==> src/rtl/kbd_pkg.sv <==
// -----------------------------------------------------------------------------
// kbd_pkg
//   Shared definitions for the PS/2 set-2 keyboard decoder:
//     - parser state enum
//     - prefix bytes (E0 extended, F0 break, E1 pause)
//     - modifier scan codes
//     - Hack special key codes (128..152)
//     - scan-code to Hack key code translation helpers
// -----------------------------------------------------------------------------
package kbd_pkg;

    typedef enum logic [2:0] {
        ST_IDLE    = 3'd0,
        ST_EXT     = 3'd1,
        ST_BRK     = 3'd2,
        ST_EXT_BRK = 3'd3,
        ST_SKIP    = 3'd4
    } kbd_state_t;

    localparam logic [7:0] PFX_E0 = 8'hE0;
    localparam logic [7:0] PFX_F0 = 8'hF0;
    localparam logic [7:0] PFX_E1 = 8'hE1;

    // Pause is E1 followed by seven more bytes that carry no key information.
    localparam logic [2:0] PAUSE_SKIP = 3'd7;

    localparam logic [7:0] SC_LSHIFT = 8'h12;
    localparam logic [7:0] SC_RSHIFT = 8'h59;
    localparam logic [7:0] SC_CTRL   = 8'h14;
    localparam logic [7:0] SC_ALT    = 8'h11;
    localparam logic [7:0] SC_CAPS   = 8'h58;

    localparam logic [7:0] HK_NEWLINE = 8'd128;
    localparam logic [7:0] HK_BKSP    = 8'd129;
    localparam logic [7:0] HK_LEFT    = 8'd130;
    localparam logic [7:0] HK_UP      = 8'd131;
    localparam logic [7:0] HK_RIGHT   = 8'd132;
    localparam logic [7:0] HK_DOWN    = 8'd133;
    localparam logic [7:0] HK_HOME    = 8'd134;
    localparam logic [7:0] HK_END     = 8'd135;
    localparam logic [7:0] HK_PGUP    = 8'd136;
    localparam logic [7:0] HK_PGDN    = 8'd137;
    localparam logic [7:0] HK_INS     = 8'd138;
    localparam logic [7:0] HK_DEL     = 8'd139;
    localparam logic [7:0] HK_ESC     = 8'd140;
    localparam logic [7:0] HK_F1      = 8'd141;

    // Keyboard housekeeping bytes (self-test, ack, resend, error).
    function automatic logic kbd_is_filler(input logic [7:0] sc);
        return (sc == 8'h00) || (sc == 8'hAA) || (sc == 8'hFA) ||
               (sc == 8'hFE) || (sc == 8'hFF);
    endfunction

    // Lowercase ASCII for letter keys, 0 for anything else.
    function automatic logic [7:0] kbd_letter(input logic [7:0] sc);
        logic [7:0] r;
        r = 8'h00;
        case (sc)
            8'h1C: r = 8'h61;  8'h32: r = 8'h62;  8'h21: r = 8'h63;  8'h23: r = 8'h64;
            8'h24: r = 8'h65;  8'h2B: r = 8'h66;  8'h34: r = 8'h67;  8'h33: r = 8'h68;
            8'h43: r = 8'h69;  8'h3B: r = 8'h6A;  8'h42: r = 8'h6B;  8'h4B: r = 8'h6C;
            8'h3A: r = 8'h6D;  8'h31: r = 8'h6E;  8'h44: r = 8'h6F;  8'h4D: r = 8'h70;
            8'h15: r = 8'h71;  8'h2D: r = 8'h72;  8'h1B: r = 8'h73;  8'h2C: r = 8'h74;
            8'h3C: r = 8'h75;  8'h2A: r = 8'h76;  8'h1D: r = 8'h77;  8'h22: r = 8'h78;
            8'h35: r = 8'h79;  8'h1A: r = 8'h7A;
            default: r = 8'h00;
        endcase
        return r;
    endfunction

    // Non-printing keys; shift has no effect on these.
    function automatic logic [7:0] kbd_special(input logic [7:0] sc);
        logic [7:0] r;
        r = 8'h00;
        case (sc)
            8'h5A: r = HK_NEWLINE;  8'h66: r = HK_BKSP;
            8'h6B: r = HK_LEFT;     8'h75: r = HK_UP;
            8'h74: r = HK_RIGHT;    8'h72: r = HK_DOWN;
            8'h6C: r = HK_HOME;     8'h69: r = HK_END;
            8'h7D: r = HK_PGUP;     8'h7A: r = HK_PGDN;
            8'h70: r = HK_INS;      8'h71: r = HK_DEL;
            8'h76: r = HK_ESC;
            8'h05: r = HK_F1;           8'h06: r = HK_F1 + 8'd1;
            8'h04: r = HK_F1 + 8'd2;    8'h0C: r = HK_F1 + 8'd3;
            8'h03: r = HK_F1 + 8'd4;    8'h0B: r = HK_F1 + 8'd5;
            8'h83: r = HK_F1 + 8'd6;    8'h0A: r = HK_F1 + 8'd7;
            8'h01: r = HK_F1 + 8'd8;    8'h09: r = HK_F1 + 8'd9;
            8'h78: r = HK_F1 + 8'd10;   8'h07: r = HK_F1 + 8'd11;
            default: r = 8'h00;
        endcase
        return r;
    endfunction

    // Scan byte to Hack key code. shift_eff is already resolved by the caller
    // (shift XOR caps for letters, plain shift otherwise). 0 = untranslatable.
    function automatic logic [7:0] kbd_translate(input logic [7:0] sc, input logic shift_eff);
        logic [7:0] lo;
        logic [7:0] hi;
        lo = kbd_letter(sc);
        hi = lo - 8'h20;
        if (lo == 8'h00) begin
            case (sc)
                8'h45: begin lo = 8'h30; hi = 8'h29; end
                8'h16: begin lo = 8'h31; hi = 8'h21; end
                8'h1E: begin lo = 8'h32; hi = 8'h40; end
                8'h26: begin lo = 8'h33; hi = 8'h23; end
                8'h25: begin lo = 8'h34; hi = 8'h24; end
                8'h2E: begin lo = 8'h35; hi = 8'h25; end
                8'h36: begin lo = 8'h36; hi = 8'h5E; end
                8'h3D: begin lo = 8'h37; hi = 8'h26; end
                8'h3E: begin lo = 8'h38; hi = 8'h2A; end
                8'h46: begin lo = 8'h39; hi = 8'h28; end
                8'h0E: begin lo = 8'h60; hi = 8'h7E; end
                8'h4E: begin lo = 8'h2D; hi = 8'h5F; end
                8'h55: begin lo = 8'h3D; hi = 8'h2B; end
                8'h5D: begin lo = 8'h5C; hi = 8'h7C; end
                8'h54: begin lo = 8'h5B; hi = 8'h7B; end
                8'h5B: begin lo = 8'h5D; hi = 8'h7D; end
                8'h4C: begin lo = 8'h3B; hi = 8'h3A; end
                8'h52: begin lo = 8'h27; hi = 8'h22; end
                8'h41: begin lo = 8'h2C; hi = 8'h3C; end
                8'h49: begin lo = 8'h2E; hi = 8'h3E; end
                8'h4A: begin lo = 8'h2F; hi = 8'h3F; end
                8'h29: begin lo = 8'h20; hi = 8'h20; end
                default: begin lo = kbd_special(sc); hi = lo; end
            endcase
        end
        return shift_eff ? hi : lo;
    endfunction

endpackage

==> src/rtl/kbd_event_fifo.sv <==
// -----------------------------------------------------------------------------
// kbd_event_fifo
//   Synchronous single-clock FIFO for translated key events.
//   Ports:
//     iCLK, iRST_N       clock, async active-low reset
//     iPUSH, iDATA       write request / data (ignored when full unless popping)
//     iPOP               read request (ignored when empty)
//     oDATA              head entry (meaningful only when !oEMPTY)
//     oFULL, oEMPTY      occupancy flags
//   DEPTH must be a power of two so the pointers wrap naturally.
// -----------------------------------------------------------------------------
module kbd_event_fifo #(
    parameter int WIDTH = 16,
    parameter int DEPTH = 8
) (
    input  logic             iCLK,
    input  logic             iRST_N,
    input  logic             iPUSH,
    input  logic [WIDTH-1:0] iDATA,
    input  logic             iPOP,
    output logic [WIDTH-1:0] oDATA,
    output logic             oFULL,
    output logic             oEMPTY
);

    localparam int AW = $clog2(DEPTH);
    localparam logic [AW:0] FULL_CNT = DEPTH[AW:0];

    logic [WIDTH-1:0] mem [DEPTH];
    logic [AW-1:0]    wr_ptr;
    logic [AW-1:0]    rd_ptr;
    logic [AW:0]      count;
    logic             do_push;
    logic             do_pop;

    assign oFULL   = (count == FULL_CNT);
    assign oEMPTY  = (count == '0);
    assign do_pop  = iPOP && !oEMPTY;
    // A pop in the same cycle frees the slot, so a full FIFO still accepts.
    assign do_push = iPUSH && (!oFULL || do_pop);
    assign oDATA   = mem[rd_ptr];

    always_ff @(posedge iCLK) begin
        if (do_push) begin
            mem[wr_ptr] <= iDATA;
        end
    end

    always_ff @(posedge iCLK or negedge iRST_N) begin
        if (!iRST_N) begin
            wr_ptr <= '0;
            rd_ptr <= '0;
            count  <= '0;
        end else begin
            if (do_push) wr_ptr <= wr_ptr + 1'b1;
            if (do_pop)  rd_ptr <= rd_ptr + 1'b1;
            case ({do_push, do_pop})
                2'b10:   count <= count + 1'b1;
                2'b01:   count <= count - 1'b1;
                default: count <= count;
            endcase
        end
    end

endmodule

==> src/rtl/kbd_decoder_fifo.sv <==
// -----------------------------------------------------------------------------
// kbd_decoder_fifo
//   PS/2 set-2 scan byte decoder with modifier tracking, a level-style held
//   key register and an event FIFO of translated make codes.
//   Ports:
//     iCLK, iRST_N         clock, async active-low reset
//     iBYTE, iBYTE_VALID   scan byte and its one-cycle strobe
//     oKEY                 code of the key currently held, 0 when none
//     oEV_DATA, oEV_VALID  FIFO head and non-empty flag
//     iEV_READY            consumer ready
//     oOVERFLOW            sticky: a make event was dropped (cleared by reset)
//     oMODS                {caps, alt, ctrl, shift}
//   Event handshake: a transfer happens on every rising iCLK edge where
//   oEV_VALID and iEV_READY are both high; oEV_DATA is stable while oEV_VALID
//   is high and no transfer occurs; iEV_READY while empty has no effect.
//   The parser state register `state` is a kbd_state_t for observation.
// -----------------------------------------------------------------------------
module kbd_decoder_fifo
    import kbd_pkg::*;
#(
    parameter int KEY_W      = 16,
    parameter int FIFO_DEPTH = 8,
    parameter int CTRL_ASCII = 1
) (
    input  logic             iCLK,
    input  logic             iRST_N,
    input  logic [7:0]       iBYTE,
    input  logic             iBYTE_VALID,
    output logic [KEY_W-1:0] oKEY,
    output logic [KEY_W-1:0] oEV_DATA,
    output logic             oEV_VALID,
    input  logic             iEV_READY,
    output logic             oOVERFLOW,
    output logic [3:0]       oMODS
);

    kbd_state_t state, state_n;
    logic [2:0] skip_cnt, skip_cnt_n;
    logic       ev_make;
    logic       ev_break;
    logic       ev_ext;

    logic       shift, ctrl, alt, caps, caps_held;
    logic [8:0] held;
    logic [8:0] key_id;
    logic       mod_key;
    logic       is_letter;
    logic       shift_eff;
    logic [7:0] code;
    logic [KEY_W-1:0] code_w;
    logic       push;
    logic       fifo_full;
    logic       fifo_empty;
    logic       overflow;

    // ---------------- prefix parser ----------------
    always_ff @(posedge iCLK or negedge iRST_N) begin
        if (!iRST_N) begin
            state    <= ST_IDLE;
            skip_cnt <= '0;
        end else begin
            state    <= state_n;
            skip_cnt <= skip_cnt_n;
        end
    end

    always_comb begin
        state_n    = state;
        skip_cnt_n = skip_cnt;
        ev_make    = 1'b0;
        ev_break   = 1'b0;
        ev_ext     = 1'b0;
        if (iBYTE_VALID) begin
            case (state)
                ST_IDLE: begin
                    if (iBYTE == PFX_E0) begin
                        state_n = ST_EXT;
                    end else if (iBYTE == PFX_F0) begin
                        state_n = ST_BRK;
                    end else if (iBYTE == PFX_E1) begin
                        state_n    = ST_SKIP;
                        skip_cnt_n = PAUSE_SKIP;
                    end else if (!kbd_is_filler(iBYTE)) begin
                        ev_make = 1'b1;
                    end
                end
                ST_EXT: begin
                    if (iBYTE == PFX_F0) begin
                        state_n = ST_EXT_BRK;
                    end else begin
                        ev_make = 1'b1;
                        ev_ext  = 1'b1;
                        state_n = ST_IDLE;
                    end
                end
                ST_BRK: begin
                    ev_break = 1'b1;
                    state_n  = ST_IDLE;
                end
                ST_EXT_BRK: begin
                    ev_break = 1'b1;
                    ev_ext   = 1'b1;
                    state_n  = ST_IDLE;
                end
                ST_SKIP: begin
                    skip_cnt_n = skip_cnt - 3'd1;
                    if (skip_cnt == 3'd1) state_n = ST_IDLE;
                end
                default: state_n = ST_IDLE;
            endcase
        end
    end

    // ---------------- translation ----------------
    assign key_id = {ev_ext, iBYTE};
    // E0 12 (fake shift) lands here too, so it is swallowed without effect.
    assign mod_key = (iBYTE == SC_LSHIFT) || (iBYTE == SC_RSHIFT) ||
                     (iBYTE == SC_CTRL)   || (iBYTE == SC_ALT)    ||
                     (iBYTE == SC_CAPS);
    assign is_letter = (kbd_letter(iBYTE) != 8'h00);
    assign shift_eff = is_letter ? (shift ^ caps) : shift;

    always_comb begin
        code = kbd_translate(iBYTE, shift_eff);
        if ((CTRL_ASCII != 0) && ctrl && is_letter) begin
            code = kbd_letter(iBYTE) - 8'h60;
        end
    end

    always_comb begin
        code_w      = '0;
        code_w[7:0] = code;
    end

    assign push = ev_make && !mod_key && (code != 8'h00);

    // ---------------- modifiers, held key, overflow ----------------
    always_ff @(posedge iCLK or negedge iRST_N) begin
        if (!iRST_N) begin
            shift     <= 1'b0;
            ctrl      <= 1'b0;
            alt       <= 1'b0;
            caps      <= 1'b0;
            caps_held <= 1'b0;
            held      <= '0;
            oKEY      <= '0;
            overflow  <= 1'b0;
        end else begin
            if (ev_make || ev_break) begin
                if (iBYTE == SC_LSHIFT && !ev_ext) shift <= ev_make;
                if (iBYTE == SC_RSHIFT)            shift <= ev_make;
                if (iBYTE == SC_CTRL)              ctrl  <= ev_make;
                if (iBYTE == SC_ALT)               alt   <= ev_make;
                if (iBYTE == SC_CAPS) begin
                    // Typematic repeats of Caps arrive as makes while held;
                    // only the first make of a press toggles.
                    if (ev_make) begin
                        if (!caps_held) caps <= ~caps;
                        caps_held <= 1'b1;
                    end else begin
                        caps_held <= 1'b0;
                    end
                end
            end
            if (push) begin
                oKEY <= code_w;
                held <= key_id;
            end else if (ev_break && !mod_key && (key_id == held)) begin
                oKEY <= '0;
            end
            if (push && fifo_full && !iEV_READY) overflow <= 1'b1;
        end
    end

    // ---------------- event FIFO ----------------
    kbd_event_fifo #(
        .WIDTH (KEY_W),
        .DEPTH (FIFO_DEPTH)
    ) u_fifo (
        .iCLK   (iCLK),
        .iRST_N (iRST_N),
        .iPUSH  (push),
        .iDATA  (code_w),
        .iPOP   (iEV_READY),
        .oDATA  (oEV_DATA),
        .oFULL  (fifo_full),
        .oEMPTY (fifo_empty)
    );

    assign oEV_VALID = !fifo_empty;
    assign oOVERFLOW = overflow;
    assign oMODS     = {caps, alt, ctrl, shift};

endmodule

==> config.mk <==
export PLATFORM = sky130hd
export DESIGN_NAME = kbd_decoder_fifo
export DESIGN_NICKNAME = d
export VERILOG_FILES = /design/src/rtl/kbd_pkg.sv /design/src/rtl/kbd_event_fifo.sv /design/src/rtl/kbd_decoder_fifo.sv
export SDC_FILE = /design/constraint.sdc
export NUM_CORES = 1
export LEC_CHECK = 0
export BUFFER_PORTS_ARGS = -buffer_cell sky130_fd_sc_hd__buf_2
export CAP_MARGIN = 15
export CORE_MARGIN = 2
export CORE_UTILIZATION = 55
export CTS_CLUSTER_DIAMETER = 120
export CTS_CLUSTER_SIZE = 20
export DETAILED_ROUTE_END_ITERATION = 8
export PLACE_DENSITY = 0.75
export SKIP_CTS_REPAIR_TIMING = 1
export SYNTH_ARGS = -nofsm -noshare
export SYNTH_HDL_FRONTEND = slang
export SYNTH_SLANG_ARGS = --single-unit
export TNS_END_PERCENT = 30
==> constraint.sdc <==
create_clock -name iCLK -period 3.1 [get_ports iCLK]
set_input_delay 0.62 -clock iCLK [delete_from_list [all_inputs] [get_ports iCLK]]
set_output_delay 0.62 -clock iCLK [all_outputs]
set_load 0.01 [all_outputs]
==> summary.txt <==
Pwr
  – Worst vdd ir: 0.000377 V
  – Int Pwr: 3520 µW
  – Pleak: 0.00363 µW
  – PD cells: 632 nW/µm²
  – Sw Ratio: 36.5%
  – Sequential share of power: 38.2%
  – Combinational share of power: 42.7%
  – Clk pwr share: 19.1%
  – Psw: 2030 µW

Logic synthesis
  – Count leader, synth: edfxtp_1
  – Post-synth top flop: edfxtp_1
  – Syn Area/Cell: 10.6 µm²
  – Syn Inst Count: 623
  – Post-synth EDFFs: 64
  – Ys async rst share: 37.9%
  – Netlist cell types: 91
  – Synth cell count leaders: 64 x edfxtp_1, 43 x nand2_1, 42 x o21ai_0, 39 x dfrtp_1, 34 x nor2_1
  – Synth Warn #: 0
  – Area leader, netlist: edfxtp_1
  – Top cell type's share of synthesized area: 29.1%
  – Seq/Total Area, Yosys: 43.8%
  – Largest cells by area after synthesis: edfxtp_1 29%, dfrtp_1 15%, mux4_2 5.4%, buf_4 3.5%, o21ai_0 3.2%
  – Yosys reg bits: 103
  – Synthesized cell area: 6610 µm²

Setup path
  – Worst R2R Setup Slack: -0.21 ns
  – Worst reg2reg path startpoint: shift
  – Critical Path AT: 4.28 ns
  – R2R cell count: 16
  – CP startpoint kind: input pin
  – CP max stage delay: 0.71 ns
  – Worst-path maximum fanout: 15
  – Crit path required time: 3.35 ns
  – Crit end category: register
  – CP max stage cell: nor4_1
  – Crit path kind: in -> reg
  – R2r endpoint: u_fifo.count[3]
  – Worst path cell trace: buf_2 -> buf_4 -> buf_4 -> nor4_1 -> a211oi_1 -> buf_4 -> o32a_1 -> o21ai_4 -> nor3_4 -> a21o_1 -> nand2_4 -> inv_4 -> ha_4 -> a21o_1 -> a21o_1 -> nor4b_2 -> a32oi_1 -> o311ai_2

Placed design
  – Pre-CTS setup slack: -1.41 ns
  – IO buf count: 33
  – Detailed placement HPWL: 14.2 mm
  – RePlAce Congestion: 0.950
  – Placed cell count: 925
  – Placed Area: 8120 µm²

Cells and area
  – Fin util: 73.9%
  – # fillers: 797
  – Final Net Count: 830
  – Fin cells: 956
  – # diodes: 0
  – Final instance area: 8770 µm²
  – Syn-to-layout area delta: 32.6%
  – Share of layout cells above drive strength 1: 42.3%

Die
  – # IOs: 50
  – Row Count: 40
  – Core ar.: 11,900 µm²
  – Initial core utilization: 55.7%
  – Die area: 12,900 µm²
  – Die height: 114 µm
  – Die Wd: 114 µm

STA
  – RSZ-0062 raised after global routing: yes
  – Setup TNS: -51.29 ns
  – Final Cycle Share: 130%
  – Crit path time final: 4.03 ns
  – Slew Limit Fails: 0
  – Relative slew slack: 42.5%
  – Hold Vio Cnt, Final: 0
  – Actual slew at the worst max-slew pin: 0.863 ns
  – Final setup margin: -0.934 ns
  – Setup violators final: 89
  – Peak Freq: 248 MHz
  – Worst Skew: 0.00801 ns

Global route
  – Tot GR Track Use: 29.6%
  – Vias in the first global route: 5,575
  – Total grt overflow: 0
  – First-pass GRT wire length: 29.5 mm
  – Initial antenna violation count: 0
  – Largest net degree at the start of global routing: 40

Clock tree
  – Cts bufs inserted: 9
  – Clk_lat worst skew: 0.35 ns
  – Sinks on Clock Net: 103
  – Clock Pin Slew Worst Setup and Hold Paths: 0.07 ns
  – CTS Buffer Depth: 2
  – CTS tree: built
  – H-tree levels: 3
  – Clock root buffer: clkbuf_16

Route
  – DRC: 0
  – Drt pass-1 iters: 5
  – Routed Antenna Nets: 0
  – Final WL: 19.5 mm
  – Post-DR vias/cell: 6.10
  – Vias post-DR: 5,829
  – DR WL/cell: 20.3 µm
  – DRT iter0 DRCs: 459

Hold path
  – HP Class: in -> async

Status
  – Status: finished with violations
  – Failing checks: setup timing

Job
  – Max Cap Violations: 0
==> registers in the layout (all words and copies together), names as in the netlist <==
register,flops
u_fifo.mem,64
held,9
oKEY,8
u_fifo.count,4
skip_cnt,3
state,3
u_fifo.rd_ptr,3
u_fifo.wr_ptr,3
alt,1
caps,1
caps_held,1
ctrl,1
oOVERFLOW,1
shift,1
==> kinds of logic after synthesis <==
logic type	count (synthesis)	share of synthesized area (%)
AO/OA/AOI/OAI	148	15.4
multiplexers	37	8.91
adder cells (fa/ha/maj)	14	2.76
flip-flops	103	43.8
XOR/XNOR	18	2.38
buffers and inverters	84	7.17
other	1	0.0567
AND/OR/NAND/NOR	218	19.5
==> cells in the final DEF (no fill, tap or decap), types with 14 or more instances in the layout <==
cell and instances:
a21oi_1 15, buf_2 31, buf_4 170, buf_6 14
conb_1 16, dfrtp_1 39, edfxtp_1 64, mux4_2 16
nand2_1 40, nand3_1 17, nor2_1 30, nor3_1 17
o21ai_0 38, xnor2_1 14
==> routing by layer <==
| layer | GRT usage [%] | routed length, µm | up-vias |
|---|---|---|---|
| met4 | 10.1 | 596 | 0 |
| li1 | - | - | 2697 |
| met5 | 0 | 0 | - |
| met1 | 37.0 | 7730 | 2814 |
| met2 | 52.3 | 10000 | 266 |
| met3 | 4.78 | 1100 | 52 |
==> stage by stage <==
step                      power, µW  hold slack, ns
after floorplan                3540           0.324
after global placement         4170           0.457
after detailed placement       4280           0.458
after CTS                      5360           0.401
after global routing           5820           0.450
final                          5540           0.377
==> power groups by stage <==
stage / Combinational, µW / Sequential [µW] / Clock (µW)
final: 2370 / 2120 / 1060
after global routing: 2540 / 2150 / 1130
after CTS: 2190 / 2100 / 1070
after detailed placement: 2160 / 2120 / 0
after global placement: 2070 / 2100 / 0
after floorplan: 1540 / 2000 / 0
==> cell type report <==
cell class | instances | area [µm²] | area share, %
multi-input cells | 451 | 3650 | 41.6
clock inverters | 7 | 52.6 | 0.599
inverters | 19 | 80.1 | 0.913
repair buffers | 220 | 1680 | 19.1
clock buffers | 9 | 225 | 2.57
flip-flops and latches | 103 | 2900 | 33.1
well taps | 147 | 184 | 2.10
==> how the worst max path moves through the flow <==
stage | startpoint | end | slack, ns | cells past startpoint
final | iBYTE[2] | u_fifo.count[3] | -0.93 | 18
after global routing | iBYTE[1] | u_fifo.count[3] | -1.12 | 21
after detailed placement | iBYTE[0] | u_fifo.count[3] | -1.41 | 19
after CTS | iBYTE[0] | u_fifo.count[3] | -1.03 | 19
after floorplan | iBYTE[1] | u_fifo.count[3] | -1.17 | 21
after global placement | iBYTE[1] | u_fifo.count[3] | -1.21 | 21
==> worst max-delay path, delay by kind of cell <==
family | cells | cell delay [ns]
AND/OR/NAND/NOR | 4 | 1.12
AO/OA/AOI/OAI | 8 | 1.53
adder cells (fa/ha/maj) | 1 | 0.20
buffers and inverters | 5 | 0.80
Note: power is estimated with default switching activity, not from simulation.
